$ cat src/rtl/kf_choir_consensus_v2.sv
// kf_choir_consensus_v2: weighted-majority consensus over N_LANES lane beats.
// Two-stage pipeline (W1 per bit, then result/margin) with stall-all backpressure,
// stream-level low-confidence counter and a held summary handshake.
// Optional per-lane dissent counters: define KF_CHOIR_LANE_STATS_EN.
module kf_choir_consensus_v2 #(
    parameter int N_LANES  = 16,
    parameter int BEAT_W   = 8,
    parameter int WEIGHT_W = 4,
    parameter int CNT_W    = 14,
    localparam int SUM_W   = $clog2(N_LANES * (2 ** WEIGHT_W - 1) + 1)
) (
    input  logic                        clk,
    input  logic                        rst_n,
    input  logic                        in_valid,
    output logic                        in_ready,
    input  logic                        in_last,
    input  logic [N_LANES*BEAT_W-1:0]   lane_bits,
    input  logic [N_LANES-1:0]          lane_mask,
    input  logic [N_LANES*WEIGHT_W-1:0] lane_weight,
    input  logic                        tie_one,
    input  logic [SUM_W-1:0]            margin_thresh,
    input  logic [CNT_W-1:0]            escalate_limit,
    output logic                        out_valid,
    input  logic                        out_ready,
    output logic [BEAT_W-1:0]           out_bits,
    output logic [SUM_W-1:0]            out_min_margin,
    output logic                        out_last,
    output logic                        sum_valid,
    input  logic                        sum_ready,
    output logic [CNT_W-1:0]            sum_low_conf,
    output logic                        sum_escalate,
    output logic                        busy,
    output logic [N_LANES*CNT_W-1:0]    lane_dissent
);

    localparam int POP_W = $clog2(BEAT_W + 1);

    typedef enum logic [1:0] {StIdle, StStream, StDrain, StSummary} state_e;

    state_e                      state_q, state_d;
    logic [N_LANES-1:0]          mask_q;
    logic [N_LANES*WEIGHT_W-1:0] weight_q;
    logic                        tie_q;

    logic stall, advance, accept, first_beat;
    logic [N_LANES-1:0]          cfg_mask;
    logic [N_LANES*WEIGHT_W-1:0] cfg_weight;

    logic [SUM_W-1:0] w1_d [BEAT_W];
    logic [SUM_W-1:0] s1_w1_q [BEAT_W];
    logic             s1_valid_q, s1_last_q;

    logic [SUM_W-1:0]  wt;
    logic [BEAT_W-1:0] res_d;
    logic [SUM_W-1:0]  min_d;
    logic [POP_W-1:0]  lowpop_d;

    logic              out_valid_q, out_last_q;
    logic [BEAT_W-1:0] out_bits_q;
    logic [SUM_W-1:0]  out_min_q;
    logic [CNT_W-1:0]  cnt_q, cnt_d;
    logic [CNT_W:0]    cnt_sum;

    assign stall      = out_valid_q && !out_ready;
    assign advance    = !stall;
    assign in_ready   = rst_n && !stall && (state_q == StIdle || state_q == StStream);
    assign accept     = in_valid && in_ready;
    assign first_beat = accept && (state_q == StIdle);

    // The first beat of a stream is processed with the config it presents.
    assign cfg_mask   = (state_q == StIdle) ? lane_mask : mask_q;
    assign cfg_weight = (state_q == StIdle) ? lane_weight : weight_q;

    // Stage-1 input: weighted sum of masked lanes voting 1, per bit.
    always_comb begin
        for (int b = 0; b < BEAT_W; b++) begin
            w1_d[b] = '0;
            for (int l = 0; l < N_LANES; l++) begin
                if (cfg_mask[l] && lane_bits[l*BEAT_W+b]) begin
                    w1_d[b] = w1_d[b] + SUM_W'(cfg_weight[l*WEIGHT_W +: WEIGHT_W]);
                end
            end
        end
    end

    // Stage-2 input: total weight, per-bit result/margin, min margin, low-confidence popcount.
    always_comb begin : stage2_comb
        logic [SUM_W:0]   two_w1;
        logic [SUM_W:0]   wt_x;
        logic [SUM_W:0]   diff;
        logic [SUM_W-1:0] mrg;
        wt = '0;
        for (int l = 0; l < N_LANES; l++) begin
            if (mask_q[l]) wt = wt + SUM_W'(weight_q[l*WEIGHT_W +: WEIGHT_W]);
        end
        res_d    = '0;
        min_d    = '1;
        lowpop_d = '0;
        wt_x     = {1'b0, wt};
        for (int b = 0; b < BEAT_W; b++) begin
            two_w1 = {s1_w1_q[b], 1'b0};
            if (two_w1 > wt_x) begin
                res_d[b] = 1'b1;
                diff     = two_w1 - wt_x;
            end else if (two_w1 < wt_x) begin
                res_d[b] = 1'b0;
                diff     = wt_x - two_w1;
            end else begin
                res_d[b] = tie_q;
                diff     = '0;
            end
            // No voting weight at all: force a 0 that is always low-confidence.
            if (wt == '0) begin
                res_d[b] = 1'b0;
                diff     = '0;
            end
            mrg = diff[SUM_W-1:0];
            if (mrg < min_d) min_d = mrg;
            if (wt == '0 || mrg < margin_thresh) lowpop_d = lowpop_d + POP_W'(1);
        end
    end

    // Saturating low-confidence accumulation.
    always_comb begin
        cnt_sum = {1'b0, cnt_q} + (CNT_W+1)'(lowpop_d);
        cnt_d   = cnt_sum[CNT_W] ? '1 : cnt_sum[CNT_W-1:0];
    end

    // Stream FSM next state.
    always_comb begin
        state_d = state_q;
        unique case (state_q)
            StIdle:    if (accept) state_d = in_last ? StDrain : StStream;
            StStream:  if (accept && in_last) state_d = StDrain;
            StDrain:   if (out_valid_q && out_ready && out_last_q) state_d = StSummary;
            StSummary: if (sum_ready) state_d = StIdle;
            default:   state_d = StIdle;
        endcase
    end

    // State, latched config, pipeline stages and the stream counter.
    always_ff @(posedge clk or negedge rst_n) begin
        if (!rst_n) begin
            state_q     <= StIdle;
            mask_q      <= '0;
            weight_q    <= '0;
            tie_q       <= 1'b0;
            s1_valid_q  <= 1'b0;
            s1_last_q   <= 1'b0;
            s1_w1_q     <= '{default: '0};
            out_valid_q <= 1'b0;
            out_last_q  <= 1'b0;
            out_bits_q  <= '0;
            out_min_q   <= '0;
            cnt_q       <= '0;
        end else begin
            state_q <= state_d;
            if (first_beat) begin
                mask_q   <= lane_mask;
                weight_q <= lane_weight;
                tie_q    <= tie_one;
            end
            if (advance) begin
                s1_valid_q <= accept;
                if (accept) begin
                    s1_w1_q   <= w1_d;
                    s1_last_q <= in_last;
                end
                out_valid_q <= s1_valid_q;
                if (s1_valid_q) begin
                    out_bits_q <= res_d;
                    out_min_q  <= min_d;
                    out_last_q <= s1_last_q;
                end
            end
            if (first_beat) begin
                cnt_q <= '0;
            end else if (advance && s1_valid_q) begin
                cnt_q <= cnt_d;
            end
        end
    end

    assign out_valid      = out_valid_q;
    assign out_bits       = out_bits_q;
    assign out_min_margin = out_min_q;
    assign out_last       = out_last_q;
    assign sum_valid      = (state_q == StSummary);
    assign sum_low_conf   = cnt_q;
    assign sum_escalate   = (cnt_q > escalate_limit);
    assign busy           = (state_q != StIdle);

`ifdef KF_CHOIR_LANE_STATS_EN
    logic [N_LANES*BEAT_W-1:0] s1_lanes_q, s2_lanes_q;
    logic [CNT_W-1:0]          dissent_q [N_LANES];
    logic [CNT_W-1:0]          dissent_d [N_LANES];

    // Per-lane saturating dissent against the beat currently leaving stage 2.
    always_comb begin : dissent_comb
        logic [POP_W-1:0] pop;
        logic [CNT_W:0]   acc;
        for (int l = 0; l < N_LANES; l++) begin
            pop = '0;
            for (int b = 0; b < BEAT_W; b++) begin
                pop = pop + POP_W'(s2_lanes_q[l*BEAT_W+b] ^ out_bits_q[b]);
            end
            acc          = {1'b0, dissent_q[l]} + (CNT_W+1)'(pop);
            dissent_d[l] = acc[CNT_W] ? '1 : acc[CNT_W-1:0];
        end
    end

    // Lane bits ride alongside the pipeline; counters update on output handshake.
    always_ff @(posedge clk or negedge rst_n) begin
        if (!rst_n) begin
            s1_lanes_q <= '0;
            s2_lanes_q <= '0;
            dissent_q  <= '{default: '0};
        end else begin
            if (accept) s1_lanes_q <= lane_bits;
            if (advance && s1_valid_q) s2_lanes_q <= s1_lanes_q;
            if (first_beat) begin
                dissent_q <= '{default: '0};
            end else if (out_valid_q && out_ready) begin
                for (int l = 0; l < N_LANES; l++) begin
                    if (mask_q[l]) dissent_q[l] <= dissent_d[l];
                end
            end
        end
    end

    // Flatten counters onto the output bus.
    always_comb begin
        for (int l = 0; l < N_LANES; l++) lane_dissent[l*CNT_W +: CNT_W] = dissent_q[l];
    end
`else
    assign lane_dissent = '0;
`endif

endmodule

$ cat config.mk
export PLATFORM = sky130hd
export DESIGN_NAME = kf_choir_consensus_v2
export DESIGN_NICKNAME = d
export VERILOG_FILES = /design/src/rtl/kf_choir_consensus_v2.sv
export SDC_FILE = /design/constraint.sdc
export NUM_CORES = 2
export LEC_CHECK = 0
export CAP_MARGIN = 20
export CORE_MARGIN = 2
export CORE_UTILIZATION = 29
export CTS_BUF_LIST = sky130_fd_sc_hd__clkbuf_8
export DETAILED_ROUTE_END_ITERATION = 6
export DONT_BUFFER_PORTS = 1
export PLACE_DENSITY = 0.55
export SYNTH_ARGS = -nofsm -noshare
export SYNTH_HDL_FRONTEND = slang
export SYNTH_SLANG_ARGS = --single-unit
$ cat constraint.sdc
create_clock -name clk -period 69.2 [get_ports clk]
set_input_delay 13.84 -clock clk [delete_from_list [all_inputs] [get_ports clk]]
set_output_delay 13.84 -clock clk [all_outputs]
set_load 0.02 [all_outputs]
==> out/qor.tcl <==
set qor(setup_repair_after_global_routing_missed_its_margin) {false}
set qor(synthesis.instances) 6706
set qor(hp-start) {s1_last_q}
set qor(mostFrequentLayoutCell) {sky130_fd_sc_hd__ha_1}
set qor(end_kind) {flop}
set qor(clk_root_buffer_cell) {sky130_fd_sc_hd__clkbuf_8}
set qor(multiInputGateArea_um2) 42730
set qor(timing.rr.end) {out_min_margin[7]}
set qor(area_of_the_mapped_netlist_um2) 50780
set qor(finalCritPeriodShare_pct) 43.66
set qor(vias) 45450
set qor(regToRegStartpoint) {mask_q[0]}
set qor(fp-row-count) 153
set qor(layout-drive-gt1-share_pct) 6.242
set qor(grt_pass1_vias) 43450
set qor(final_worst_clock_skew_ns) 0.03299
set qor(area.sequential_um2) 4529
set qor(setup_tns_ns) 0
set qor(setup_viols_final) 0
set qor(drt_pre_antenna_iters) 6
set qor(first_iter_violations) 2563
set qor(io-pin-count) 497
set qor(clock_tree.buffer_depth) 2
set qor(place.detailed.hpwl_mm) 141.9
set qor(synth.ff_latch_count) 181
set qor(cts.repair.resized) 0
set qor(share_of_synthesized_registers_carrying_an_async_set_or_reset_pct) 100.0
set qor(critical_path.most_common_cell) {sky130_fd_sc_hd__inv_1}
set qor(die_x_um) 422.5
set qor(yosys_most_used_dff) {sky130_fd_sc_hd__dfrtp_1}
set qor(grt_residual_overflow) 0
set qor(final_net_count) 7804
set qor(crit_path_start) {mask_q[0]}
set qor(drt-total-wl_mm) 166.7
set qor(yosys.cell_types.count) 93
set qor(worst_skew_pair.late_latency_ns) 0.59
set qor(vias_per_cell) 5.046
set qor(number_of_antenna_violations_at_the_first_check_in_global_routing) 44
set qor(coreArea_um2) 174000
set qor(clock_sink_count) 181
set qor(synth.yosys.warnings) 0
set qor(worstSetupPathType) {reg2reg}
set qor(hold_buffers) 0
set qor(cts_tree) {built}
set qor(worstMarginPinSlew_ns) 0.9905
set qor(critical_path.max_fanout) 14
set qor(timing_hold_violations_final) 0
set qor(status) {finished, final reports clean}
set qor(slowest_delay_ns) 0.58
set qor(pin_count_of_the_biggest_net_entering_global_routing) 183
set qor(worstPathRequired_ns) 69.69
set qor(critPathLaunchType) {flop}
set qor(finalWorstPathRequiredPeriod_ns) 30.22
set qor(placement.io_buffers) 0
set qor(finalMaxSlewViolations) 0
set qor(rr_worst_depth) 131
set qor(wire_length_of_the_first_global_routing_pass_mm) 254.2
set qor(cts_buffers) 17
set qor(r2r_setup_slack_ns) 38.98
set qor(cts-htree-levels) 4
set qor(synth_area_per_cell_um2) 7.573
set qor(area_growth_from_synthesis_to_layout_pct) 4.846
set qor(post-cts-setup-buffers) 0
set qor(worstHoldPathType) {reg2reg}
set qor(groute.usage.overall_pct) 18.10
set qor(fillerInstances) 18700
set qor(clkTransAtPathRegs_ns) 0.12
set qor(fmax_mhz) 33.10
set qor(arrival_ns) 30.71
set qor(crit_end) {out_min_margin[7]}
set qor(maxCapViolations) 0
set qor(layout_common_cells) {sky130_fd_sc_hd__ha_1, sky130_fd_sc_hd__nand2_1, sky130_fd_sc_hd__a21oi_1}
set qor(post-route-drc-count) 0
set qor(hold_path_stages) 2
set qor(floorplan.die.height_um) 422.5
set qor(synth_edf_count) 0
set qor(number_of_nets_with_antenna_violations_after_detailed_routing) 0
set qor(die_footprint_um2) 178500
set qor(slowest_stage) {sky130_fd_sc_hd__a221oi_1}
set qor(placer_s_final_routability_congestion_estimate) 0.8819
set qor(slew_headroom_pct) 33.97
set qor(effective_utilization_at_floorplan_pct) 29.18
set qor(wire_per_inst_um) 18.50
set qor(synth_seq_area_share_pct) 8.919
## how the worst min path moves through the flow
| stage | endpoint | slack, ns |
|---|---|---|
| floorplan | out_last | 0.44 |
| global route | out_last | 0.53 |
| CTS | out_last | 0.49 |
| global placement | out_last | 0.47 |
| finish | out_last | 0.50 |
| detailed placement | s1_last_q | 0.47 |
## critical path: cells and delay by family (launching register included)
kind | cells | cell delay, ns
compound gates | 49 | 10.63
fa+ha+maj | 24 | 9.41
simple gates | 30 | 4.97
mux | 11 | 2.68
buf+inv | 15 | 1.64
flops | 1 | 0.45
xor+xnor | 2 | 0.28
## cell type report
cell class	count	area share, %
Clock inverter	14	0.2608
Clock buffer	18	0.4653
Inverter	610	4.300
Sequential cell	181	8.507
Timing Repair Buffer	40	0.5969
Tap cell	2325	5.464
Antenna cell	34	0.1598
Multi-Input combinational cell	5786	80.25
## synth_stat cells, drive strengths merged (110+ instances only)
cell	number	area share (%)
ha	779	19
nand2	777	5.7
a21oi	614	6.1
inv	609	4.5
o21ai	514	5.1
nor2	377	2.8
xnor2	342	5.9
mux2	258	5.7
buf	247	3.5
a21o	242	3.6
nor2b	226	2.8
xor2	212	3.7
dfrtp	181	8.9
fa	152	6.0
mux2i	114	2.2
nor3	110	1.1
## per-stage QoR
step	cells	util, %	hold slack, ns	worst slack (ns)	instance area [um2]
after floorplan	6929	-	0.4386	39.70	51620
after CTS	8973	30.53	0.4920	39.08	53130
after global placement	8940	30.31	0.4673	39.38	52740
after global routing	9003	30.59	0.5279	36.03	53230
final	9008	30.60	0.4963	38.98	53240
after detailed placement	8941	30.31	0.4711	39.16	52740
## cells by family (layout without fill, tap and decap cells)
group	after synthesis	count (layout)	share of synthesized area, %
xor+xnor	557	557	9.786
simple gates	1858	1858	17.01
other cells	1	258	0.007384
buf+inv	962	682	8.786
mux	372	372	7.975
fa+ha+maj	954	954	25.64
compound gates	1821	1821	21.87
flops	181	181	8.919
## state kept, by name, indices dropped and copies added, names as in the netlist
| register | cells |
|---|---|
| s1_w1_q | 64 |
| weight_q | 64 |
| mask_q | 16 |
| sum_low_conf | 14 |
| out_bits | 8 |
| out_min_margin | 8 |
| state_q | 2 |
| out_last | 1 |
| out_valid | 1 |
| s1_last_q | 1 |
| s1_valid_q | 1 |
| tie_q | 1 |
## metal layers
layer  share of wire (%)  vias up  GRT usage, %
met2                  50      894         32.45
li1                    -    22820             -
met5               0.035        -             0
met1                  44    21550         22.52
met4                 2.7       10         6.030
met3                 3.6      176         1.695
Power is left out: the tool's default activity adds up to more than one toggle a clock period on the data nets, which glitch-free logic cannot reach.
